===== config.mk =====
export PLATFORM = sky130hd
export DESIGN_NAME = if_id_stage
export DESIGN_NICKNAME = d
export VERILOG_FILES = /design/src/rtl/if_id_stage.sv
export SDC_FILE = /design/constraint.sdc
export NUM_CORES = 1
export LEC_CHECK = 0
export ABC_AREA = 1
export ABC_CLOCK_PERIOD_IN_PS = 2250
export CAP_MARGIN = 20
export CORE_MARGIN = 1.5
export CORE_UTILIZATION = 43
export CTS_CLUSTER_SIZE = 30
export DETAILED_ROUTE_END_ITERATION = 7
export GPL_TIMING_DRIVEN = 0
export HOLD_SLACK_MARGIN = 0.02
export PLACE_DENSITY = 0.89
export SETUP_SLACK_MARGIN = 0.5
export SLEW_MARGIN = 10
export SYNTH_ARGS = -nofsm -noshare
export SYNTH_HDL_FRONTEND = slang
export SYNTH_SLANG_ARGS = --single-unit

===== constraint.sdc =====
create_clock -name clk -period 2.25 [get_ports clk]
set_input_delay 0.3375 -clock clk [delete_from_list [all_inputs] [get_ports clk]]
set_output_delay 0.3375 -clock clk [all_outputs]
set_load 0.1 [all_outputs]

===== src/rtl/if_id_stage.sv =====
`default_nettype none
// ============================================================================
//  Module      : if_id_stage
//  Description : IF/ID pipeline register. Captures the fetched instruction,
//                its PC and PC+4 every cycle, honours hazard stall and branch
//                flush, inserts NOP bubbles and counts them (saturating).
//                Register-index fields of the held instruction are exposed
//                for the register file and hazard unit.
//  Revision    : 1.0 - initial release
// ============================================================================
module if_id_stage #(
    parameter int                 ADDR_W   = 64,
    parameter int                 INSTR_W  = 32,
    parameter logic [INSTR_W-1:0] NOP_WORD = 32'hD503201F,
    parameter int                 CNT_W    = 32
) (
    input  logic               clk,
    input  logic               rst,          // asynchronous, active-low
    input  logic [ADDR_W-1:0]  if_pc,
    input  logic [ADDR_W-1:0]  if_pc_plus4,
    input  logic [INSTR_W-1:0] if_instr,
    input  logic               if_valid,
    input  logic               stall,
    input  logic               flush,
    output logic [ADDR_W-1:0]  id_pc,
    output logic [ADDR_W-1:0]  id_pc_plus4,
    output logic [INSTR_W-1:0] id_instr,
    output logic               id_valid,
    output logic [4:0]         id_rd,
    output logic [4:0]         id_rn,
    output logic [4:0]         id_rm,
    output logic [CNT_W-1:0]   bubble_count
);

    localparam logic [CNT_W-1:0]  C_CNT_ONE = {{(CNT_W-1){1'b0}}, 1'b1};
    localparam logic [CNT_W-1:0]  C_CNT_MAX = {CNT_W{1'b1}};
    localparam logic [ADDR_W-1:0] C_PC_ZERO = {ADDR_W{1'b0}};

    logic [ADDR_W-1:0]  pc_q,       pc_d;
    logic [ADDR_W-1:0]  pc_plus4_q, pc_plus4_d;
    logic [INSTR_W-1:0] instr_q,    instr_d;
    logic               valid_q,    valid_d;
    logic [CNT_W-1:0]   cnt_q,      cnt_d;

    // A bubble is inserted on flush (which overrides stall) or on an
    // unstalled cycle with no valid fetch data.
    logic w_bubble;
    logic w_load;

    assign w_bubble = flush | (~stall & ~if_valid);
    assign w_load   = ~flush & ~stall & if_valid;

    // Next-state selection: flush > stall > load; stall simply holds.
    always_comb begin
        pc_d       = pc_q;
        pc_plus4_d = pc_plus4_q;
        instr_d    = instr_q;
        valid_d    = valid_q;
        cnt_d      = cnt_q;

        if (w_bubble) begin
            pc_d       = C_PC_ZERO;
            pc_plus4_d = C_PC_ZERO;
            instr_d    = NOP_WORD;
            valid_d    = 1'b0;
            // Saturate rather than wrap so a long-running count stays meaningful.
            if (cnt_q != C_CNT_MAX) begin
                cnt_d = cnt_q + C_CNT_ONE;
            end
        end else if (w_load) begin
            pc_d       = if_pc;
            pc_plus4_d = if_pc_plus4;
            instr_d    = if_instr;
            valid_d    = 1'b1;
        end
    end

    // Pipeline state register; reset forces a NOP bubble immediately.
    always_ff @(posedge clk or negedge rst) begin
        if (!rst) begin
            pc_q       <= C_PC_ZERO;
            pc_plus4_q <= C_PC_ZERO;
            instr_q    <= NOP_WORD;
            valid_q    <= 1'b0;
            cnt_q      <= {CNT_W{1'b0}};
        end else begin
            pc_q       <= pc_d;
            pc_plus4_q <= pc_plus4_d;
            instr_q    <= instr_d;
            valid_q    <= valid_d;
            cnt_q      <= cnt_d;
        end
    end

    assign id_pc        = pc_q;
    assign id_pc_plus4  = pc_plus4_q;
    assign id_instr     = instr_q;
    assign id_valid     = valid_q;
    assign bubble_count = cnt_q;

    // Register-index fields are plain slices of the held instruction.
    assign id_rd = instr_q[4:0];
    assign id_rn = instr_q[9:5];
    assign id_rm = instr_q[20:16];

endmodule
`default_nettype wire


**Word-level counts from Yosys, hierarchy flattened**

Index checks and enable logic that the tools add are counted.
Widths: inputs -> output; s select.

- Add/sub/neg operators: 1
- Equality and inequality tests: 1
- Multiplexer cells: 8
- Bitwise gates (word level): 7
- Reductions and logical operators: 2

Operators by type and width:

| cell | number |
|---|---|
| $mux 64 | 4 |
| $mux 32 | 2 |
| $add 32x1->32 const B | 1 |
| $ne 32x32->1 const B | 1 |
| $and 1x1->1 | 3 |
| $not 1->1 | 3 |
| $mux 1 | 2 |
| $reduce_and 2->1 | 1 |
| $reduce_bool 2->1 | 1 |
| $or 1x1->1 | 1 |

- Bits in registers: 193
- Input port bits: 165
- Output and inout bits: 208
- Word-level logic and storage cells: 24

**Logic depth before layout (Yosys ltp)**

- Depth in word-level cells: 5
- Depth in mapped cells: 11
- Mapped depth without buffers: 10

**Worst setup path before layout**

Ideal clock, no wire load.

- Path kind: flip-flop to flip-flop
- Start point: register cnt_q[0] (netlist: bubble_count[0])
- End point: register cnt_q[12] (netlist: bubble_count[12])
- Arrival time: 2.206 ns
- Required time: 2.130 ns
- Path slack: -0.076 ns
- Cell stages (with the launch flop): 12
- Path through: dfrtp_1 -> ha_1 -> inv_1 -> nor2_4 -> nand2_4 -> nor2_8 -> nand2_4 -> nand2_4 -> inv_2 -> buf_6 -> nand2_1 -> nand2_1

- Longest elaborated chain between the ends: 2

RTL lines:

| item | line | text |
|---|---|---|
| start, declared | 43 | `logic [CNT_W-1:0] cnt_q, cnt_d;` |
| start signal, assigned | 85 | `cnt_q <= {CNT_W{1'b0}};` |
| start signal, assigned | 91 | `cnt_q <= cnt_d;` |
| parallel branches: the longest is 2 deep, another holds $add 32x1->32 | - |  |

Parallel ways; which one is timed is not known.
A chain may end at the register's enable or synchronous reset.

**Final worst setup path**

- Start point: register instr_q[4] (netlist: id_instr[4])
- End point: output port id_rd[4]

RTL lines:

| item | line | text |
|---|---|---|
| start, declared | 41 | `logic [INSTR_W-1:0] instr_q, instr_d;` |
| start signal, assigned | 89 | `instr_q <= instr_d;` |
| end, declared | 29 | `output logic [4:0] id_rd,` |

No word-level cell between the ends.

==> flow_summary.toml <==
[setup_path]
cp_data_arrival_time_ns = 1.41
crit_path_max_fanout = 3
worst_ep_required_time_ns = 1.91
crit_path_end_kind = "primary output"
setup.worst_path.start_class = "flip-flop"
critPathKind = "flip-flop to primary output"

[sta]
final.min_clock_period_ns = 1.744
max_freq_mhz = 573.5
final.setup_skew_ns = 0.01010
slew_violations = 0
timing_worst_slew_pin_value_ns = 0.6655
layout_worst_path_cycle_share_pct = 77.50
finalHoldViolations = 0
timing.slew.headroom_pct = 55.63
whs_ns = 0.2888
report.final.setup_viol = 0
grt_setup_unrepaired = "yes"

[logic_synthesis]
synth_net_count = 1208
synth_cells = 1042
sequential_fraction_of_the_synthesis_area_pct = 55.52
postSynthAreaPerCell_um2 = 8.377
synth_top_cell_by_area = "dfrtp_1"
synth_area_leaders = "dfrtp_1, nand3_1, o21ai_0"
yosys.area.top_type_share_pct = 51.61
synth_cell_type_count = 28
yosys_warnings = 0
syn_area_mm2 = 0.008728
synth.ff_latch_count = 193

[run_status]
status = "completed"

[run]
max_cap_violation_count = 0

[final_layout]
drive_gt1_share_pct = 24.00
syn_to_final_growth_pct = 54.64
layout_common_cells = "inv_1, nand2_1, nand3_1, clkdlybuf4s50_1, o21ai_0"
fillerInstances = 1510
most_common_cell_after_layout_fill_and_taps_aside = "inv_1"
final_nets = 1607

[grt]
global_route_wire_length_before_repair_um = 50030
maximum_number_of_pins_on_one_net_before_global_route_repair = 108
gr-usage-all-layers_pct = 30.63
grt_pass1_vias = 9127
grt_antenna_before_repair = 7
grt.overflow.total = 0

[floorplan]
die_width_um = 145.5
floorplan.io_pins = 373
core_area_mm2 = 0.01965
std_cell_rows = 51
design.die.area_mm2 = 0.02116
die-height_um = 145.5
initial_core_util_pct = 44.41

[drt]
drt_pass1_iterations = 8
route.detailed.drc = 0
routed_wire_length_um = 32330
vias = 8874
first_iter_violations = 596
routed_wirelength_normalized_by_instance_count_um = 18.71
post_drt_via_cell_ratio = 5.135
ant_nets = 0

[clock_network]
max_clock_buf_depth = 2
clock_tree_from_tritoncts = "done"
clock_buffer_count_from_cts = 17
worst_skew_pair.late_latency_ns = 0.43
cts.htree.levels = 4
clock_sinks = 193
cts.clk_slew.worst_paths_ns = 0.07
cts-root-buf = "clkbuf_16"

[pwr]
power-per-cell-area_mw_per_mm2 = 710.4
leakage_uw = 0.006392
ir_drop_mv = 0.5274
power_uw = 9588

[worst_hold_path]
hold_class = "input port to flip-flop"

[place]
detailedPlacementHpwl_um = 23700
io_buffers = 371
finalWeightedCongestion = 1.008
[sequential cells by signal, indices dropped and copies added, names as in the netlist]
register and count:
id_instr 32, id_valid 1, id_pc_plus4 64, bubble_count 32, id_pc 64
[worst max-delay path: stages, from the launching register on]
cell and delay [ns]:
dfstp_2 0.55, buf_4 0.10, clkbuf_4 0.32
[through the flow]
step | util [%] | instances | TNS, ns | cell area (um2) | worst slack (ns)
2_1_floorplan | - | 1042 | 0 | 8843 | 0.5054
3_3_place_gp | 65.58 | 1678 | -1410.32 | 12890 | -8.636
3_5_place_dp | 65.74 | 1679 | -7.272 | 12920 | -0.1652
4_1_cts | 68.74 | 1712 | 0 | 13510 | 0.2556
5_1_grt | 68.64 | 1725 | 0 | 13490 | 0.4319
6_report | 68.68 | 1728 | 0 | 13500 | 0.5062
[area by class of cell]
class / instances / area, um2 / share of cell area (%)
inverter: 189 / 709.4 / 5.256
sequential: 193 / 4949 / 36.66
antenna: 9 / 22.52 / 0.1669
buffer: 71 / 372.9 / 2.762
timing repair buffer: 380 / 3606 / 26.71
clock buffer: 18 / 439.2 / 3.254
multi-input combinational: 589 / 2851 / 21.13
clock inverter: 14 / 216.5 / 1.604
tap: 265 / 331.6 / 2.456
[routing by layer]
metal	vias up	share of wire (%)	global-route usage [%]
met2	414	51	53.12
li1	4077	-	-
met4	0	4.6	17.65
met1	4284	36	33.24
met5	-	0	0
met3	99	8.0	9.248
[repair_timing]
action,4_1_cts,5_1_grt
buffers inserted,0,7
hold buffers,1,0
setup endpoints to repair,314,89
gates resized for setup,775,78
pin swaps,0,3
endpoints found under the hold margin,74,0
[final timing paths]
kind	slack, ns	startpoint	end	cells past startpoint
max	0.51	id_instr[4]	id_rd[4]	2
min	0.29	stall	id_valid	4
max reg2reg	0.58	bubble_count[0]	bubble_count[0]	11
min reg2reg	0.51	id_valid	id_valid	2
max in group asynchronous	0.75	rst	id_pc_plus4[36]	3
min in group asynchronous	0.53	rst	id_pc[38]	2
[logic make-up (layout without fill, tap and decap cells)]
group	count (synthesis)	after routing	share of synthesized area, %
xor gates and xnor gates	11	11	1.104
adders and majority gates	1	1	0.1433
and+or+nand+nor	411	411	21.26
other	0	9	0
buffers and inverters	260	672	12.23
DFF	193	193	55.52
AOI/OAI and AO/OA	166	166	9.748
[cell usage after synthesis (all sizes together)]
cell,number
o22ai,13
clkbuf,47
o21ai,152
a21oi,1
inv,188
dfstp,13
buf,24
ha,1
xor2,6
clkinv,1
nand2,178
and3,1
nor2,58
xnor2,5
nand3,165
dfrtp,180
nand4,5
nand3b,4
[report_power, final]
| part | switching [uW] | total [uW] | internal (uW) |
|---|---|---|---|
| clock | 1470 | 3400 | 1940 |
| sequential | 157 | 3810 | 3660 |
| combinational | 1760 | 2370 | 609 |
Power figures use the tool's default switching activity.
